$ cat config.mk
export PLATFORM = sky130hd
export DESIGN_NAME = gpmc_reg_bank_flat
export DESIGN_NICKNAME = d
export VERILOG_FILES = /design/src/rtl/gpmc_reg_bank_if.sv /design/src/rtl/gpmc_reg_bank.sv /design/src/flat_wrapper.sv
export SDC_FILE = /design/constraint.sdc
export NUM_CORES = 1
export LEC_CHECK = 0
export ABC_AREA = 0
export CORE_MARGIN = 2
export CORE_UTILIZATION = 40
export CTS_CLUSTER_DIAMETER = 120
export DETAILED_ROUTE_END_ITERATION = 10
export HOLD_SLACK_MARGIN = 0.06
export PLACE_DENSITY = 0.67
export SYNTH_ARGS = -nofsm -noshare
export SYNTH_HDL_FRONTEND = slang
export SYNTH_SLANG_ARGS = --single-unit
$ cat constraint.sdc
create_clock -name clk -period 2.8 [get_ports clk]
set_input_delay 0.42 -clock clk [delete_from_list [all_inputs] [get_ports clk]]
set_output_delay 0.42 -clock clk [all_outputs]
set_load 0.01 [all_outputs]
$ cat src/rtl/gpmc_reg_bank_if.sv
// Host bus as seen downstream of the GPMC clock-domain synchronizer.
// Strobes are active low. data_out carries host write data toward the
// register bank, and data_in carries read data back to the synchronizer.
interface gpmc_reg_bank_if #(
  parameter int ADDR_WIDTH = 16,
  parameter int DATA_WIDTH = 16
);
  logic                  cs;
  logic                  we;
  logic                  oe;
  logic [ADDR_WIDTH-1:0] address;
  logic [DATA_WIDTH-1:0] data_out;
  logic [DATA_WIDTH-1:0] data_in;

  // Synchronizer side: drives strobes, address and write data.
  modport master (
    output cs, we, oe, address, data_out,
    input  data_in
  );

  // Register bank side: consumes strobes and returns read data.
  modport slave (
    input  cs, we, oe, address, data_out,
    output data_in
  );
endinterface

$ cat src/rtl/gpmc_reg_bank.sv
// Host register bank and frame-buffer write front end.
// It detects host write and read events from the synchronized strobes,
// decodes the control/status map and drives the back-bank write port.
// A vsync-aligned swap handshake flips the front bank at the frame boundary.
module gpmc_reg_bank #(
  parameter int                    ADDR_WIDTH    = 16,
  parameter int                    DATA_WIDTH    = 16,
  parameter int                    FB_ADDR_WIDTH = 11,
  parameter int                    FB_DEPTH      = 2048,
  parameter logic [DATA_WIDTH-1:0] ID_VALUE      = 16'h4F50
) (
  input  logic                     clk,
  input  logic                     rst,
  gpmc_reg_bank_if.slave           bus,
  output logic                     fb_we,
  output logic                     fb_bank,
  output logic [FB_ADDR_WIDTH-1:0] fb_waddr,
  output logic [DATA_WIDTH-1:0]    fb_wdata,
  input  logic                     frame_start,
  output logic                     front_bank,
  output logic                     display_en,
  output logic [7:0]               brightness
);

  localparam logic [ADDR_WIDTH-1:0]    ADDR_ID      = ADDR_WIDTH'(0);
  localparam logic [ADDR_WIDTH-1:0]    ADDR_CTRL    = ADDR_WIDTH'(1);
  localparam logic [ADDR_WIDTH-1:0]    ADDR_STATUS  = ADDR_WIDTH'(2);
  localparam logic [ADDR_WIDTH-1:0]    ADDR_FB_PTR  = ADDR_WIDTH'(3);
  localparam logic [ADDR_WIDTH-1:0]    ADDR_FB_DATA = ADDR_WIDTH'(4);
  localparam logic [FB_ADDR_WIDTH-1:0] PTR_LAST     = FB_ADDR_WIDTH'(FB_DEPTH - 1);

  typedef enum logic {
    IDLE,
    PENDING
  } swap_state_e;

  // Registered state
  swap_state_e              state_q, state_d;
  logic                     we_hist_q, we_hist_d;
  logic                     oe_hist_q, oe_hist_d;
  logic                     display_en_q, display_en_d;
  logic [7:0]               brightness_q, brightness_d;
  logic [FB_ADDR_WIDTH-1:0] ptr_q, ptr_d;
  logic [7:0]               frame_cnt_q, frame_cnt_d;
  logic                     front_bank_q, front_bank_d;
  logic                     fb_we_q, fb_we_d;
  logic                     fb_bank_q, fb_bank_d;
  logic [FB_ADDR_WIDTH-1:0] fb_waddr_q, fb_waddr_d;
  logic [DATA_WIDTH-1:0]    fb_wdata_q, fb_wdata_d;
  logic [DATA_WIDTH-1:0]    data_in_q, data_in_d;

  // Decode helpers
  logic                     wr_event;
  logic                     rd_event;
  logic                     is_direct;
  logic [ADDR_WIDTH-2:0]    direct_off;
  logic                     direct_ok;
  logic [FB_ADDR_WIDTH-1:0] ptr_wval;
  logic                     ptr_ok;
  logic                     swap_pending;
  logic                     swap_write;
  logic [15:0]              ctrl_rd;
  logic [15:0]              status_rd;

  // The direct-write offset is the full address below the flag bit, so an
  // offset past the bank is rejected rather than silently aliasing.
  assign wr_event     = ~bus.cs & ~bus.we & we_hist_q;
  assign rd_event     = ~bus.cs & ~bus.oe & oe_hist_q;
  assign is_direct    = bus.address[ADDR_WIDTH-1];
  assign direct_off   = bus.address[ADDR_WIDTH-2:0];
  assign direct_ok    = {1'b0, direct_off} < ADDR_WIDTH'(FB_DEPTH);
  assign ptr_wval     = bus.data_out[FB_ADDR_WIDTH-1:0];
  assign ptr_ok       = {1'b0, ptr_wval} < (FB_ADDR_WIDTH + 1)'(FB_DEPTH);
  assign swap_pending = (state_q == PENDING);
  assign ctrl_rd      = {brightness_q, 6'b0, swap_pending, display_en_q};
  assign status_rd    = {frame_cnt_q, 6'b0, front_bank_q, swap_pending};

  // Next-state logic: event decode, register writes, FB port, swap FSM, reads.
  always_comb begin
    state_d      = state_q;
    we_hist_d    = bus.we;
    oe_hist_d    = bus.oe;
    display_en_d = display_en_q;
    brightness_d = brightness_q;
    ptr_d        = ptr_q;
    frame_cnt_d  = frame_cnt_q;
    front_bank_d = front_bank_q;
    fb_we_d      = 1'b0;
    fb_bank_d    = fb_bank_q;
    fb_waddr_d   = fb_waddr_q;
    fb_wdata_d   = fb_wdata_q;
    data_in_d    = data_in_q;
    swap_write   = 1'b0;

    if (frame_start) begin
      frame_cnt_d = frame_cnt_q + 8'd1;
    end

    if (wr_event) begin
      if (is_direct) begin
        if (direct_ok) begin
          fb_we_d    = 1'b1;
          fb_waddr_d = direct_off[FB_ADDR_WIDTH-1:0];
          fb_wdata_d = bus.data_out;
        end
      end else begin
        case (bus.address)
          ADDR_CTRL: begin
            display_en_d = bus.data_out[0];
            brightness_d = bus.data_out[15:8];
            swap_write   = bus.data_out[1];
          end
          ADDR_FB_PTR: begin
            ptr_d = ptr_ok ? ptr_wval : '0;
          end
          ADDR_FB_DATA: begin
            fb_we_d    = 1'b1;
            fb_waddr_d = ptr_q;
            fb_wdata_d = bus.data_out;
            ptr_d      = (ptr_q == PTR_LAST) ? '0 : ptr_q + 1'b1;
          end
          default: begin
          end
        endcase
      end
    end

    // A request landing together with frame_start in IDLE only arms the
    // swap; the flip waits for the following frame boundary.
    case (state_q)
      IDLE: begin
        if (swap_write) begin
          state_d = PENDING;
        end
      end
      PENDING: begin
        if (frame_start) begin
          front_bank_d = ~front_bank_q;
          state_d      = IDLE;
        end
      end
      default: state_d = IDLE;
    endcase

    // The write port always targets the bank the display is not reading.
    if (fb_we_d || (front_bank_d != front_bank_q)) begin
      fb_bank_d = ~front_bank_d;
    end

    if (rd_event) begin
      data_in_d = '0;
      if (!is_direct) begin
        case (bus.address)
          ADDR_ID:     data_in_d = ID_VALUE;
          ADDR_CTRL:   data_in_d = DATA_WIDTH'(ctrl_rd);
          ADDR_STATUS: data_in_d = DATA_WIDTH'(status_rd);
          ADDR_FB_PTR: data_in_d = DATA_WIDTH'(ptr_q);
          default:     data_in_d = '0;
        endcase
      end
    end
  end

  // State registers; strobe history resets high so release creates no edge.
  always_ff @(posedge clk or posedge rst) begin
    if (rst) begin
      state_q      <= IDLE;
      we_hist_q    <= 1'b1;
      oe_hist_q    <= 1'b1;
      display_en_q <= 1'b0;
      brightness_q <= '0;
      ptr_q        <= '0;
      frame_cnt_q  <= '0;
      front_bank_q <= 1'b0;
      fb_we_q      <= 1'b0;
      fb_bank_q    <= 1'b0;
      fb_waddr_q   <= '0;
      fb_wdata_q   <= '0;
      data_in_q    <= '0;
    end else begin
      state_q      <= state_d;
      we_hist_q    <= we_hist_d;
      oe_hist_q    <= oe_hist_d;
      display_en_q <= display_en_d;
      brightness_q <= brightness_d;
      ptr_q        <= ptr_d;
      frame_cnt_q  <= frame_cnt_d;
      front_bank_q <= front_bank_d;
      fb_we_q      <= fb_we_d;
      fb_bank_q    <= fb_bank_d;
      fb_waddr_q   <= fb_waddr_d;
      fb_wdata_q   <= fb_wdata_d;
      data_in_q    <= data_in_d;
    end
  end

  assign bus.data_in = data_in_q;
  assign fb_we       = fb_we_q;
  assign fb_bank     = fb_bank_q;
  assign fb_waddr    = fb_waddr_q;
  assign fb_wdata    = fb_wdata_q;
  assign front_bank  = front_bank_q;
  assign display_en  = display_en_q;
  assign brightness  = brightness_q;

endmodule

$ cat src/flat_wrapper.sv
// flat-port wrapper written by rule: the top's interface ports become plain ports
module gpmc_reg_bank_flat 
#(
  parameter int                    ADDR_WIDTH    = 16,
  parameter int                    DATA_WIDTH    = 16,
  parameter int                    FB_ADDR_WIDTH = 11,
  parameter int                    FB_DEPTH      = 2048,
  parameter logic [DATA_WIDTH-1:0] ID_VALUE      = 16'h4F50
)
  (clk, rst, fb_we, fb_bank, fb_waddr, fb_wdata, frame_start, front_bank, display_en, brightness, bus_cs, bus_we, bus_oe, bus_address, bus_data_out, bus_data_in);
  gpmc_reg_bank_if #(.ADDR_WIDTH(ADDR_WIDTH), .DATA_WIDTH(DATA_WIDTH)) bus_i ();
  input  logic clk;
  input  logic rst;
  output logic fb_we;
  output logic fb_bank;
  output logic [FB_ADDR_WIDTH-1:0] fb_waddr;
  output logic [DATA_WIDTH-1:0] fb_wdata;
  input  logic frame_start;
  output logic front_bank;
  output logic display_en;
  output logic [7:0] brightness;
  input wire logic [$bits(bus_i.cs)-1:0] bus_cs;
  input wire logic [$bits(bus_i.we)-1:0] bus_we;
  input wire logic [$bits(bus_i.oe)-1:0] bus_oe;
  input wire logic [$bits(bus_i.address)-1:0] bus_address;
  input wire logic [$bits(bus_i.data_out)-1:0] bus_data_out;
  output wire logic [$bits(bus_i.data_in)-1:0] bus_data_in;
  assign bus_i.cs = bus_cs;
  assign bus_i.we = bus_we;
  assign bus_i.oe = bus_oe;
  assign bus_i.address = bus_address;
  assign bus_i.data_out = bus_data_out;
  assign bus_data_in = bus_i.data_in;
  gpmc_reg_bank #(.ADDR_WIDTH(ADDR_WIDTH), .DATA_WIDTH(DATA_WIDTH), .FB_ADDR_WIDTH(FB_ADDR_WIDTH), .FB_DEPTH(FB_DEPTH), .ID_VALUE(ID_VALUE)) u_core (.clk(clk), .rst(rst), .bus(bus_i), .fb_we(fb_we), .fb_bank(fb_bank), .fb_waddr(fb_waddr), .fb_wdata(fb_wdata), .frame_start(frame_start), .front_bank(front_bank), .display_en(display_en), .brightness(brightness));
endmodule
==> flow_summary.toml <==
[clock_tree]
clkSlewWorstSetupHoldPaths_ns = 0.08
clkLatencyLatePin_ns = 0.35
hold_buffers = 0
post_cts_buffers = 0
numClockSinks = 77
clock-root-buffer = "sky130_fd_sc_hd__clkbuf_8"
htree_num_levels = 3
clock_tree_from_tritoncts = "yes"
cts_buffer_depth = 2
post_cts_resize_count = 0
cts_inserted_buffers = 9

[drt]
drt_pre_antenna_iters = 5
wire_per_inst_microns = 17.1
via_per_inst = 5.43
dr.first_iter.drc_count = 189
routed_wl_mm = 9.16
via_count = 2916
detail_route.drc_violations = 0
ant_nets = 0

[placement]
dp_hpwl_mm = 6.75
dp.cells = 521
gp_congestion = 0.872
placement.io_buffers = 92

[global_routing]
grt_overflow = 0
antenna_found_initial = 0
total_routing_usage_reported_by_global_routing_pct = 19.3
grt_max_degree = 33
grt_pass1_vias = 2923
first_pass_grt_wire_length_mm = 15.0

[setup_path]
worstSetupStartpointType = "register"
timing.critical_path.slowest_cell_delay_ns = 0.64
critPathSlowestCell = "sky130_fd_sc_hd__or4_1"
arrival_ns = 2.54
worst-path-buf-inv = 0
critical_path.max_fanout = 6
worst-setup-path-type = "reg -> reg"
cp_cell_sequence = "ha_1, nand4_1, or4_1, and3_1, a221oi_1, a21oi_1"
worst_ep_required_time_ns = 3.03
end_kind = "register"
cpLargestDelayFamily = "simple AND/OR/NAND/NOR gates"

[logic_synthesis]
synth_top_cell_area_share_pct = 51.8
synth_edf_count = 0
yosysWarningCount = 0
avgSynthCellArea_sq_um = 11.2
synth.net_count = 362
seq_area_frac_synth_pct = 53.3
post_synth_num_cell_types = 48
yosys_register_bits = 77
synthDominantAreaCellType = "sky130_fd_sc_hd__dfrtp_1"
async_reset_ff_share_pct = 100
synth_top_cells_by_area = "sky130_fd_sc_hd__dfrtp_1 (52%), sky130_fd_sc_hd__mux2_2 (6.5%), sky130_fd_sc_hd__mux2i_1 (5.3%), sky130_fd_sc_hd__o21ai_0 (4.3%), sky130_fd_sc_hd__o31ai_1 (3.3%)"
cell_count_after_synthesis = 322
synthFlopType = "sky130_fd_sc_hd__dfrtp_1"
synth_area_sq_um = 3620

[final_layout]
drive_gt1_share_pct = 16.3
antenna_cells = 0
stdcell_count = 537
fin_nets = 464
final.fill_count = 763
area_growth_synth_to_finish_pct = 37.1

[pwr]
net-switching-power_w = 0.000642
clock_power_share_pct = 37.3
p_seq_share_pct = 49.2
power.internal_w = 0.00194
standby_leakage_power_nw = 2.15
switching_share_pct = 24.8
power.ir.vdd_worst_mv = 0.218
powerDensity_nw_per_um2 = 521
combPwrFrac_pct = 13.5

[die]
fp-row-count = 34
start_util_pct = 41.3
die_width_microns = 99.1
num_io_pins = 93
fp.dieArea_sq_um = 9830
core-area_sq_um = 8760
die_height_microns = 99.1

[sta]
unrepaired_setup_endpoints_after_global_routing = "false"
tightestPinTransition_ns = 0.519
timing.clock.skew_ns = 0.00887
report.final.hold_viol_count = 0
report.final.slew_viol_count = 0
report.final.setup_viol = 0
clock.fmax_mhz = 434
layout_worst_path_cycle_share_pct = 82.2
holdWs_ns = 0.400
relSlewSlack_pct = 65.4
period_needed_ns = 2.30
setup_tns_ns = 0

[run_status]
result_of_the_run = "finished clean"

[job]
max_cap_viol_count = 0

[min_path]
holdCritPathClass = "in -> async"
==> logic make-up (layout without fill, tap and decap cells) <==
family / after synthesis / count (layout) / share of synthesized area (%)
buf+inv: 27 / 134 / 3.25
xor+xnor: 8 / 8 / 1.94
compound gates: 81 / 81 / 14.4
fa+ha+maj: 2 / 2 / 0.691
simple gates: 80 / 80 / 11.8
mux: 47 / 47 / 14.7
flops: 77 / 77 / 53.3
==> worst register-to-register path: stages, from the launching register on <==
cell and delay (ns):
sky130_fd_sc_hd__dfrtp_1 0.47, sky130_fd_sc_hd__ha_1 0.24, sky130_fd_sc_hd__nand4_1 0.21, sky130_fd_sc_hd__or4_1 0.64, sky130_fd_sc_hd__and3_1 0.30, sky130_fd_sc_hd__a221oi_1 0.27, sky130_fd_sc_hd__a21oi_1 0.07
==> flip-flops by register name (all words and copies together), names as in the netlist <==
register,cells
u_core.fb_we,1
u_core.brightness,8
u_core.fb_waddr,11
u_core.oe_hist_q,1
u_core.we_hist_q,1
u_core.front_bank,1
u_core.frame_cnt_q,8
u_core.fb_wdata,16
u_core.ptr_q,11
u_core.fb_bank,1
u_core.state_q,1
u_core.bus.data_in,16
u_core.display_en,1
==> metal layers <==
layer / vias up / share of wire (%) / GRT usage [%]
li1: 1382 / - / -
met1: 1415 / 45 / 27.6
met2: 101 / 46 / 29.3
met3: 18 / 6.7 / 3.87
met4: 0 / 2.2 / 7.17
met5: - / 0 / 0
==> synthesized netlist by cell type (3+ instances only) <==
cell type	n
sky130_fd_sc_hd__nand2b_1	3
sky130_fd_sc_hd__nand3_1	4
sky130_fd_sc_hd__nor2_1	11
sky130_fd_sc_hd__a22oi_1	7
sky130_fd_sc_hd__xnor2_1	7
sky130_fd_sc_hd__clkbuf_1	12
sky130_fd_sc_hd__o21ai_0	31
sky130_fd_sc_hd__nand2_1	31
sky130_fd_sc_hd__o2bb2ai_1	4
sky130_fd_sc_hd__dfrtp_1	75
sky130_fd_sc_hd__mux2_4	7
sky130_fd_sc_hd__nor3_1	4
sky130_fd_sc_hd__o31ai_1	16
sky130_fd_sc_hd__inv_1	11
sky130_fd_sc_hd__a21oi_1	12
sky130_fd_sc_hd__mux2_2	21
sky130_fd_sc_hd__and3_1	6
sky130_fd_sc_hd__mux2i_1	19
sky130_fd_sc_hd__nand4_1	5
==> power by group through the flow <==
stage	Clock (W)	Sequential, W	Combinational, W
after floorplan	0	0.00129	0.000168
after global placement	0	0.00129	0.000343
after detailed placement	0	0.00129	0.000351
after CTS	0.000976	0.00127	0.000354
after global routing	0.00103	0.00128	0.000389
final	0.000964	0.00127	0.000350
==> layout by cell type (no fill, tap or decap), types with 10 or more instances in the layout <==
cell,synthesis,final
sky130_fd_sc_hd__nand2_1,31,31
sky130_fd_sc_hd__mux2i_1,19,19
sky130_fd_sc_hd__buf_4,0,14
sky130_fd_sc_hd__clkdlybuf4s50_1,0,92
sky130_fd_sc_hd__nor2_1,11,11
sky130_fd_sc_hd__inv_1,11,10
sky130_fd_sc_hd__o31ai_1,16,16
sky130_fd_sc_hd__mux2_2,21,21
sky130_fd_sc_hd__a21oi_1,12,12
sky130_fd_sc_hd__dfrtp_1,75,75
sky130_fd_sc_hd__clkbuf_8,0,11
sky130_fd_sc_hd__o21ai_0,31,31
==> area by class of cell <==
type	instances	area [sq um]	share of cell area, %
Sequential cell	77	1930	38.9
Multi-Input combinational cell	218	1580	31.8
Inverter	11	41.3	0.831
Tap cell	108	135	2.72
Clock buffer	11	151	3.05
Clock inverter	5	82.6	1.66
Timing Repair Buffer	107	1050	21.1
==> through the flow <==
step	worst slack (ns)	total power, W	cell area [sq um]	utilization [%]
floorplan	0.417	0.00145	3620	-
global placement	0.264	0.00163	4730	54.0
detailed placement	0.251	0.00164	4730	54.0
CTS	0.531	0.00260	4970	56.7
global route	0.392	0.00270	4970	56.7
finish	0.497	0.00259	4970	56.7
==> final timing paths <==
kind	from	to	slack (ns)	cells after the start
min in group clk	u_core.bus.data_in[2]	u_core.bus.data_in[2]	0.48	2
min reg2reg	u_core.bus.data_in[2]	u_core.bus.data_in[2]	0.48	2
min	rst	u_core.fb_wdata[13]	0.40	2
max in group asynchronous	rst	u_core.we_hist_q	1.75	3
max reg2reg	u_core.ptr_q[0]	u_core.ptr_q[0]	0.50	6
max	u_core.ptr_q[0]	u_core.ptr_q[0]	0.50	6
(Power assumes the default switching activity.)
